$ cat config.mk
export PLATFORM = sky130hd
export DESIGN_NAME = issue_scoreboard_flat
export DESIGN_NICKNAME = d
export VERILOG_FILES = /design/src/rtl/issue_scoreboard_pkg.sv /design/src/rtl/issue_scoreboard_if.sv /design/src/rtl/issue_scoreboard_op_reg_use.sv /design/src/rtl/issue_scoreboard.sv /design/src/flat_wrapper.sv
export SDC_FILE = /design/constraint.sdc
export NUM_CORES = 1
export LEC_CHECK = 0
export CAP_MARGIN = 20
export CORE_MARGIN = 4
export CORE_UTILIZATION = 29
export CTS_CLUSTER_SIZE = 10
export DETAILED_ROUTE_END_ITERATION = 10
export MAX_ROUTING_LAYER = met4
export PLACE_DENSITY_LB_ADDON = 0.05
export SETUP_SLACK_MARGIN = 0.15
export SLEW_MARGIN = 10
export SYNTH_ARGS = -nofsm -noshare
export SYNTH_HDL_FRONTEND = slang
export SYNTH_SLANG_ARGS = --single-unit
$ cat constraint.sdc
create_clock -name clk -period 5.6 [get_ports clk]
set_input_delay 0.84 -clock clk [delete_from_list [all_inputs] [get_ports clk]]
set_output_delay 0.84 -clock clk [all_outputs]
set_load 0.05 [all_outputs]
$ cat src/rtl/issue_scoreboard_pkg.sv
// Shared types for the issue scoreboard slice:
// decoded ops, register index and queue entry.
package issue_scoreboard_pkg;

  typedef logic [4:0] creg_addr_t;

  typedef enum logic [3:0] {
    ADD, SUB, AND, OR,
    XOR, ADDI, ORI, ANDI,
    XORI, LD, SD, BEQ,
    LUI, AUIPC, JAL, JALR
  } decode_op_t;

  typedef struct packed {
    logic       valid;
    logic       wen;
    creg_addr_t rd;
  } sb_entry_t;

endpackage

$ cat src/rtl/issue_scoreboard_if.sv
// Decode/writeback/flush bundle between the
// pipeline and the issue scoreboard.
interface issue_scoreboard_if
  import issue_scoreboard_pkg::*;
#(
  parameter int DEPTH = 4,
  parameter int CW    = $clog2(DEPTH + 1)
);
  logic          dec_valid;
  decode_op_t    dec_op;
  creg_addr_t    dec_rs1;
  creg_addr_t    dec_rs2;
  creg_addr_t    dec_rd;
  logic          stall;
  logic          issue;
  logic          wb_valid;
  logic          flush;
  logic [CW-1:0] flush_keep;
  logic [CW-1:0] count;
  logic          err;

  modport master (
    output dec_valid, dec_op, dec_rs1,
    output dec_rs2, dec_rd, wb_valid,
    output flush, flush_keep,
    input  stall, issue, count, err
  );

  modport slave (
    input  dec_valid, dec_op, dec_rs1,
    input  dec_rs2, dec_rd, wb_valid,
    input  flush, flush_keep,
    output stall, issue, count, err
  );
endinterface

$ cat src/rtl/issue_scoreboard_op_reg_use.sv
// Maps a decoded op to which register fields it
// reads and whether it writes rd.
module op_reg_use
  import issue_scoreboard_pkg::*;
(
  input  decode_op_t op,
  output logic       use_rs1,
  output logic       use_rs2,
  output logic       writes_rd
);

  always_comb begin
    use_rs1   = 1'b1;
    use_rs2   = 1'b1;
    writes_rd = 1'b1;
    unique case (op)
      ADDI, ORI, ANDI,
      XORI, LD, JALR: use_rs2 = 1'b0;
      SD, BEQ:        writes_rd = 1'b0;
      LUI, AUIPC, JAL: begin
        use_rs1 = 1'b0;
        use_rs2 = 1'b0;
      end
      default: ;
    endcase
  end

endmodule

$ cat src/rtl/issue_scoreboard.sv
// In-order scoreboard: RAW/full stall for decode,
// retire on writeback, squash on flush.
module issue_scoreboard
  import issue_scoreboard_pkg::*;
#(
  parameter int DEPTH = 4,
  parameter int CW    = $clog2(DEPTH + 1)
) (
  input logic clk,
  input logic reset,
  issue_scoreboard_if.slave sb
);

  localparam int PW = $clog2(DEPTH);

  sb_entry_t     q [DEPTH];
  logic [PW-1:0] head, tail;
  logic [PW-1:0] head_n, tail_n;
  logic [PW-1:0] off [DEPTH];
  logic [CW-1:0] count, count_n;
  logic [CW-1:0] rem, keep;
  logic [DEPTH-1:0] live_n;
  logic use1, use2, wrd;
  logic hazard, full, pop, err_q;

  op_reg_use u_use (
    .op        (sb.dec_op),
    .use_rs1   (use1),
    .use_rs2   (use2),
    .writes_rd (wrd)
  );

  always_comb begin
    hazard = 1'b0;
    for (int i = 0; i < DEPTH; i++) begin
      if (q[i].valid && q[i].wen) begin
        if (use1 && sb.dec_rs1 != '0 &&
            sb.dec_rs1 == q[i].rd)
          hazard = 1'b1;
        if (use2 && sb.dec_rs2 != '0 &&
            sb.dec_rs2 == q[i].rd)
          hazard = 1'b1;
      end
    end
  end

  assign full  = (count == CW'(DEPTH));
  assign pop   = sb.wb_valid & (count != '0);

  assign sb.stall = sb.dec_valid &
                    (hazard | full | sb.flush);
  assign sb.issue = sb.dec_valid & ~sb.stall;
  assign sb.count = count;
  assign sb.err   = err_q;

  // Pop first, then flush truncates what remains.
  always_comb begin
    head_n = head + PW'(pop);
    rem    = count - CW'(pop);
    keep   = (sb.flush_keep < rem) ?
             sb.flush_keep : rem;
    if (sb.flush) begin
      count_n = keep;
      tail_n  = head_n + keep[PW-1:0];
    end else begin
      count_n = rem + CW'(sb.issue);
      tail_n  = tail + PW'(sb.issue);
    end
  end

  // A slot is live iff it sits inside the new window.
  always_comb begin
    for (int i = 0; i < DEPTH; i++) begin
      off[i]    = PW'(i) - head_n;
      live_n[i] = {1'b0, off[i]} < count_n;
    end
  end

  always_ff @(posedge clk or posedge reset) begin
    if (reset) begin
      head  <= '0;
      tail  <= '0;
      count <= '0;
      err_q <= 1'b0;
      for (int i = 0; i < DEPTH; i++)
        q[i] <= '0;
    end else begin
      head  <= head_n;
      tail  <= tail_n;
      count <= count_n;
      err_q <= err_q |
               (sb.wb_valid & (count == '0));
      for (int i = 0; i < DEPTH; i++) begin
        q[i].valid <= live_n[i];
        if (sb.issue && PW'(i) == tail) begin
          q[i].wen <= wrd & (sb.dec_rd != '0);
          q[i].rd  <= sb.dec_rd;
        end
      end
    end
  end

endmodule

$ cat src/flat_wrapper.sv
// flat-port wrapper written by rule: the top's interface ports become plain ports
module issue_scoreboard_flat import issue_scoreboard_pkg::*;
#(
  parameter int DEPTH = 4,
  parameter int CW    = $clog2(DEPTH + 1)
)
  (clk, reset, sb_dec_valid, sb_dec_op, sb_dec_rs1, sb_dec_rs2, sb_dec_rd, sb_wb_valid, sb_flush, sb_flush_keep, sb_stall, sb_issue, sb_count, sb_err);
  issue_scoreboard_if #(.DEPTH(DEPTH), .CW(CW)) sb_i ();
  input logic clk;
  input logic reset;
  input wire logic [$bits(sb_i.dec_valid)-1:0] sb_dec_valid;
  input wire logic [$bits(sb_i.dec_op)-1:0] sb_dec_op;
  input wire logic [$bits(sb_i.dec_rs1)-1:0] sb_dec_rs1;
  input wire logic [$bits(sb_i.dec_rs2)-1:0] sb_dec_rs2;
  input wire logic [$bits(sb_i.dec_rd)-1:0] sb_dec_rd;
  input wire logic [$bits(sb_i.wb_valid)-1:0] sb_wb_valid;
  input wire logic [$bits(sb_i.flush)-1:0] sb_flush;
  input wire logic [$bits(sb_i.flush_keep)-1:0] sb_flush_keep;
  output wire logic [$bits(sb_i.stall)-1:0] sb_stall;
  output wire logic [$bits(sb_i.issue)-1:0] sb_issue;
  output wire logic [$bits(sb_i.count)-1:0] sb_count;
  output wire logic [$bits(sb_i.err)-1:0] sb_err;
  assign sb_i.dec_valid = sb_dec_valid;
  assign sb_i.dec_op = sb_dec_op;
  assign sb_i.dec_rs1 = sb_dec_rs1;
  assign sb_i.dec_rs2 = sb_dec_rs2;
  assign sb_i.dec_rd = sb_dec_rd;
  assign sb_i.wb_valid = sb_wb_valid;
  assign sb_i.flush = sb_flush;
  assign sb_i.flush_keep = sb_flush_keep;
  assign sb_stall = sb_i.stall;
  assign sb_issue = sb_i.issue;
  assign sb_count = sb_i.count;
  assign sb_err = sb_i.err;
  issue_scoreboard #(.DEPTH(DEPTH), .CW(CW)) u_core (.clk(clk), .reset(reset), .sb(sb_i));
endmodule
Word level (Yosys, flattened, before mapping)

Cells that the tools add are included.

Add/sub/neg operators: 9
$mul: 0
Div/mod/pow operators: 0
Magnitude comparators: 5
Equal/unequal tests: 23
Shifts and indexed selects: 0
Multiplexer cells: 18
Bitwise operators: 9
Reductions and logical operators: 27

Operators by type and width:

| kind                                                              | number |
|---|---|
| 5-bit == test                                                     | 8 |
| 4-bit == test, second input constant                              | 8 |
| 1-bit logical AND                                                 | 18 |
| 1-bit two-way mux                                                 | 15 |
| 5-bit nonzero test                                                | 3 |
| 4-bit by 3-bit == test with 1-bit output, second input constant   | 3 |
| 2-bit by 3-bit less-than comparator with 1-bit output             | 4 |
| 9-bit OR reduction                                                | 1 |
| 3-bit two-way mux                                                 | 2 |
| 1-bit bitwise AND                                                 | 5 |
| 2-bit by 1-bit adder with 2-bit output                            | 2 |
| 2-bit == test, first input constant                               | 2 |
| 1-bit by 2-bit subtractor with 2-bit output, first input constant | 2 |
| 2-bit subtractor, first input constant                            | 2 |
| 3-bit by 1-bit adder with 3-bit output                            | 1 |
| 3-bit == test, second input constant                              | 1 |
| 3-bit logical NOT                                                 | 1 |
| 3-bit less-than comparator                                        | 1 |
| 1-bit bitwise OR                                                  | 3 |
| 3-bit nonzero test                                                | 1 |
| 3-bit OR reduction                                                | 1 |
| 3-bit by 1-bit subtractor with 3-bit output                       | 1 |
| 2-bit adder                                                       | 1 |
| 1-bit by 2-bit == test with 1-bit output, first input constant    | 1 |
| other kinds (4)                                                   | 4 |

Register bits: 36
Bits in latches: 0
RAM bits: 0
Memory bits (read-only): 0
Bits of input ports: 27
Output and inout bits: 6
Logic and storage cells: 107
Memories kept: 0

Depth between registers and ports, before layout

Depth after elaboration: 25
Mapped depth: 15
Depth with buffers taken out: 15

Cells and area by module

A second synthesis with hierarchy kept.

Cell total of the unflattened synthesis: 216
Area total of the unflattened synthesis: 2334.7 um2

By module, submodules not included:

| module           | times used | cells each | area an instance (um2) | seq. area each (um2) |
|---|---|---|---|---|
| issue_scoreboard | 1          | 210        | 2298.5                 | 900.9 |
| op_reg_use       | 1          | 6          | 36.3                   | 0.0 |

Least setup slack after synthesis

OpenSTA, ideal clock, no wires.

Path kind: input port to flip-flop
Start point: input port sb_dec_rs2[3]
End point: register u_core.q[6] in the netlist's numbering
Setup time: 0.138 ns
Arrival: 3.967 ns
Data required time: 5.462 ns
Slack: 1.495 ns
Stages: 14
Path buffers: 1
Cells stage by stage: buf_2 -> or4_4 -> o221ai_2 -> nor4_1 -> o211ai_2 -> nand4_4 -> nor2_1 -> ha_1 -> ha_1 -> o21a_1 -> inv_1 -> ha_1 -> nor2_1 -> o21ai_0

Longest elaborated chain between the ends: 22
Elaborated cells between the ends (all ways): 29
Those cells by class: add/sub (1); order compare (1); eq/ne (4); mux (12); bitwise (5); reduce/logical (6)

Ends and longest elaborated chain:

| item                                                    | line                   | text |
|---|---|---|
| start: declaration                                      | flat_wrapper.sv:14     | `input wire logic [$bits(sb_i.dec_rs2)-1:0] sb_dec_rs2;` |
| 5-bit nonzero test                                      | issue_scoreboard.sv:40 | `if (use2 && sb.dec_rs2 != '0 &&` |
| 1-bit logical AND (2 in a row)                          | issue_scoreboard.sv:40 |  |
| 1-bit two-way mux                                       | issue_scoreboard.sv:40 |  |
| 1-bit two-way mux                                       | issue_scoreboard.sv:36 | `if (q[i].valid && q[i].wen) begin` |
| 1-bit two-way mux                                       | issue_scoreboard.sv:37 | `if (use1 && sb.dec_rs1 != '0 &&` |
| 1-bit two-way mux                                       | issue_scoreboard.sv:40 |  |
| 1-bit two-way mux                                       | issue_scoreboard.sv:36 |  |
| 1-bit two-way mux                                       | issue_scoreboard.sv:37 |  |
| (+8 left out)                                           | -                      |  |
| 1-bit inverter *                                        | issue_scoreboard.sv:52 | `assign sb.issue = sb.dec_valid & ~sb.stall;` |
| 1-bit bitwise AND *                                     | issue_scoreboard.sv:52 |  |
| named net sb_issue                                      | flat_wrapper.sv:20     | `output wire logic [$bits(sb_i.issue)-1:0] sb_issue;` |
| 3-bit by 1-bit adder with 3-bit output *                | issue_scoreboard.sv:66 | `count_n = rem + CW'(sb.issue);` |
| 3-bit two-way mux *                                     | issue_scoreboard.sv:62 | `if (sb.flush) begin` |
| named net u_core.count_n[1]                             | issue_scoreboard.sv:20 | `logic [CW-1:0] count, count_n;` |
| 2-bit by 3-bit less-than comparator with 1-bit output * | issue_scoreboard.sv:75 | `live_n[i] = {1'b0, off[i]} < count_n;` |
| named net u_core.live_n[3]                              | issue_scoreboard.sv:22 | `logic [DEPTH-1:0] live_n;` |
| end: declaration                                        | issue_scoreboard.sv:16 | `sb_entry_t q [DEPTH];` |

Mark *: on every way through the listed nets, which the timed path passes. The rest lies on a longest branch.
A chain may end at the register's enable or synchronous reset.

Worst setup path in the final report

Start point: input port sb_dec_rs2[3]
End point: output port sb_issue

Longest elaborated chain between the ends: 19
Elaborated cells between the ends (all ways): 26
Those cells by class: eq/ne (4); mux (11); bitwise (5); reduce/logical (6)

Ends and longest elaborated chain:

| item                            | line                   | text |
|---|---|---|
| 5-bit nonzero test              | issue_scoreboard.sv:40 |  |
| 1-bit logical AND (2 in a row)  | issue_scoreboard.sv:40 |  |
| 1-bit two-way mux               | issue_scoreboard.sv:40 |  |
| 1-bit two-way mux               | issue_scoreboard.sv:36 |  |
| 1-bit two-way mux               | issue_scoreboard.sv:37 |  |
| 1-bit two-way mux               | issue_scoreboard.sv:40 |  |
| 1-bit two-way mux               | issue_scoreboard.sv:36 |  |
| 1-bit two-way mux               | issue_scoreboard.sv:37 |  |
| 1-bit two-way mux               | issue_scoreboard.sv:40 |  |
| 1-bit two-way mux               | issue_scoreboard.sv:36 |  |
| 1-bit two-way mux               | issue_scoreboard.sv:37 |  |
| 1-bit two-way mux               | issue_scoreboard.sv:40 |  |
| 1-bit two-way mux *             | issue_scoreboard.sv:36 |  |
| 1-bit bitwise OR * (2 in a row) | issue_scoreboard.sv:51 | `(hazard \| full \| sb.flush);` |
| 1-bit bitwise AND *             | issue_scoreboard.sv:50 | `assign sb.stall = sb.dec_valid &` |
| 1-bit inverter *                | issue_scoreboard.sv:52 |  |
| 1-bit bitwise AND *             | issue_scoreboard.sv:52 |  |
| end: declaration                | flat_wrapper.sv:20     |  |

Every way passes the cells marked *; elsewhere a longest branch is shown, timed or not.

==> metrics.md <==
| Metric | Value |
|---|---|
| Status | completed |
| Top cells by area, synth | dfrtp_1 38%, xor2_1 11%, mux2_4 7.6% |
| Full die area | between 9000 and 10000 um2 |
| Top cells by count, synth | 36 x dfrtp_1, 30 x xor2_1, 16 x xnor2_1 |
| Share of layout cells above drive strength 1 | 17.3% |
| Critical Path Source | sb_dec_rs2[3] |
| CTS root buffer | clkbuf_8 |
| Avg WL per Cell | 16.8 um |
| Setup Viol. Count Final | 0 |
| Layout Nets | 282 |
| Final HPWL DP | 4510 um |
| Seq/Total Area, Yosys | approximately two fifths |
| Crit path required time | approximately 4.8 ns |
| Cell family with most CP delay | buffers and inverters |
| H-tree levels | 2 |
| 1st-iter DRT viols | 95 |
| I/O Buffers | 32 |
| Actual slew at the worst max-slew pin | 0.800 ns |
| Top_reg_cell synth | dfrtp_1 |
| Antenna fix cells | 0 |
| Critical path launch point type | input pin |
| FF+latch count, synth | 36 |
| Final Hold Fails | 0 |
| PostCTS Resize Cnt | 0 |
| Initial core utilization | 30.1% |
| Antenna violations before repair | 0 |
| Critical path depth | 8 |
| R2R Path Start | u_core.sb.count[2] |
| Clock sinks | 36 |
| Most frequent cell after synthesis | dfrtp_1 |
| Num CTS Buffers | 5 |
| R2R depth | 14 |
| RSZ-0062 raised after global routing | no |
| I/O pin count | 33 |
| EDFF count, synth | 0 |
| TritonCTS clock tree | yes |
| Fraction of registers with async set or reset after synthesis | 100% |
| MaxCap Viol Count | 0 |
| Vias/cell | 4.68 |
| Total global-route track usage | between 10% and 20% |
| Arrival @ worst endpoint | approximately 3.7 ns |
| Max Clk Rate | 222 MHz |
| Max_slew headroom | 46.4% |
| Synth area leader | dfrtp_1 |
| Chip height | 98.3 um |
| Post-CTS Repair Setup Buffers | 0 |
| Crit path time final | 4.50 ns |
| Post-synth top area share | 38.1% |
| WS Path Type | input pin to primary output |
| Register area | 901 um2 |
| Mapped Cells | 215 |
| Crit-path max cell delay | 0.84 ns |
| Maximum clock path buffer count | 2 |
| Vias | about 1.6k |
| Crit path max-delay cell type | clkdlybuf4s50_1 |
| Cell chain of the critical path | clkdlybuf4s50_1 > or4_4 > o221ai_2 > nor4_1 > o211ai_2 > nand4_4 > nor2_1 > clkdlybuf4s50_1 |
| R2r setup slk | ~2.3 ns |
| Crit. End Element | primary output |
| # DRC | 0 |
| Crit path capture | sb_issue |
| Mean Syn Cell Area | 11.0 um2 |
| Synth-to-Final Area Change | 20.3% |
| Crit-path most repeated cell | clkdlybuf4s50_1 |
| End of the worst register-to-register path | u_core.q[6] |
| Hold crit path type | flip-flop to flip-flop |
| Core footprint | 7850 um2 |
| Peak VDD IR | 0.208 mV |
| Post-Route WL | 5780 um |
| CTS hold repair buffers | 0 |
| Grt total ovfl | 0 |
| Max-slew violations | 0 |
| Largest net degree at the start of global routing | 37 |
| Core Rows | 32 |
| Power per cell area | 526 nW/um2 |
| First-pass GRT wire length | 9570 um |
| Multi-input gate area | between 1000 and 1500 um2 |
| Period Utilization, post-route | 80.4% |
| Synth warn | 0 |
| Leakage power | 1.19 nW |
| Setup TNS | 0 ns |
| # fillers | 823 |
| Vias in the first global route | 1698 |
| Antenna Nets Post-Route | 0 |
| Sum of buffers and inverters on the critical path | 2 |
| Clock slew at reported path FFs | 0.07 ns |
| TritonRoute pass-1 iters | 4 |
| Post-layout util | 36.2% |
| Synthesized cell area | 2360 um2 |
| Skew final | 0.00585 ns |
| Chip width | 98.3 um |
| Count of different cell masters after synthesis | 39 |
| Later-pin clock latency in the skew report | 0.29 ns |
| Synthesized Nets | 254 |
| GPL Wtd Cong | 0.851 |
| Crit-path max FO | 6 |
## through the flow
stage | cells | worst slack (ns) | hold slack, ns | cell area, um2 | total power (W)
6_report | 345 | 1.10 | 0.467 | 2840 | 0.00150
4_1_cts | 345 | 1.08 | 0.476 | 2840 | 0.00151
3_5_place_dp | 338 | 1.10 | 0.458 | 2760 | 0.00133
3_3_place_gp | 338 | 1.08 | 0.450 | 2760 | 0.00134
2_1_floorplan | 215 | 1.49 | 0.501 | 2360 | 0.00112
5_1_grt | 345 | 0.920 | 0.481 | 2840 | 0.00164
## area by class of cell
class | count | share of cell area [%]
clock buffers | 5 | 2.42
clock inverters | 2 | 0.440
inverters | 13 | 1.72
multi-input cells | 154 | 47.7
flip-flops and latches | 36 | 31.7
well taps | 102 | 4.49
repair buffers | 33 | 11.5
## worst reg2reg max path, cell delays in order, from the launching register on
cell,delay (ns)
dfrtp_1,0.42
nor3_1,0.28
nor2b_1,0.13
ha_1,0.20
ha_1,0.18
xor2_1,0.26
ha_1,0.33
a21oi_1,0.17
nor3_1,0.06
o21ai_0,0.34
o21a_1,0.29
inv_1,0.09
ha_1,0.29
nor2_1,0.09
o21ai_0,0.08
## power by group
| group | total (W) | internal (W) | switching [W] | leakage (nW) |
|---|---|---|---|---|
| clock network | 0.000179 | 0.0000843 | 0.0000947 | 0.0400 |
| registers | 0.000533 | 0.000394 | 0.000139 | 0.417 |
| logic | 0.000784 | 0.000393 | 0.000391 | 0.728 |
| total | 0.00150 | 0.000872 | 0.000625 | 1.19 |
## per-layer routing
layer  GRT usage (%)  vias to the layer above  wire length [um]
li1                -                      801                 -
met1            20.1                      784              3240
met2            17.1                       27              2380
met3            2.79                        4               126
met4            2.52                        0                33
met5               -                        -                 0
## sequential cells by signal (all words and copies together) (netlist names)
register and count:
u_core.head 2, u_core.q 28, u_core.sb.count 3, u_core.sb.err 1, u_core.tail 2
## placed cells by master (no fill, tap or decap), types with 2 or more instances in the layout
cell             Yosys  layout
xor2_1              30      30
nand2_1              7       7
a31oi_1              2       2
inv_1               13      13
xnor2_1             16      16
mux2_2              14      14
nor2b_1              2       2
nand4_1              6       6
o221ai_1             2       2
and2_1               2       2
o21ai_0              6       6
dfrtp_1             36      36
or4_1                2       2
mux2_4              12      12
nand3_1              3       3
ha_1                12      12
nor2_1               7       7
clkbuf_8             0       5
clkdlybuf4s50_1      0      32
nor4_1               8       8
a21oi_1              4       4
o21a_1               2       2
nor3_1               4       4
## cell families after synthesis
group / synth area share (%)
adders and majority gates: 6.35
buffers and inverters: 4.50
xor gates and xnor gates: 17.0
DFF: 38.1
AOI/OAI and AO/OA: 7.83
and+or+nand+nor: 11.9
muxes: 14.3
## worst min path at each step
| stage | startpoint | end | cells after the start |
|---|---|---|---|
| CTS | u_core.sb.err | u_core.sb.err | 1 |
| finish | u_core.sb.err | u_core.sb.err | 1 |
| global route | u_core.sb.err | u_core.sb.err | 1 |
| floorplan | u_core.q[5] | u_core.q[5] | 1 |
| global placement | u_core.sb.err | u_core.sb.err | 1 |
| detailed placement | u_core.sb.err | u_core.sb.err | 1 |
No activity file was read; power rests on OpenSTA's default activity.
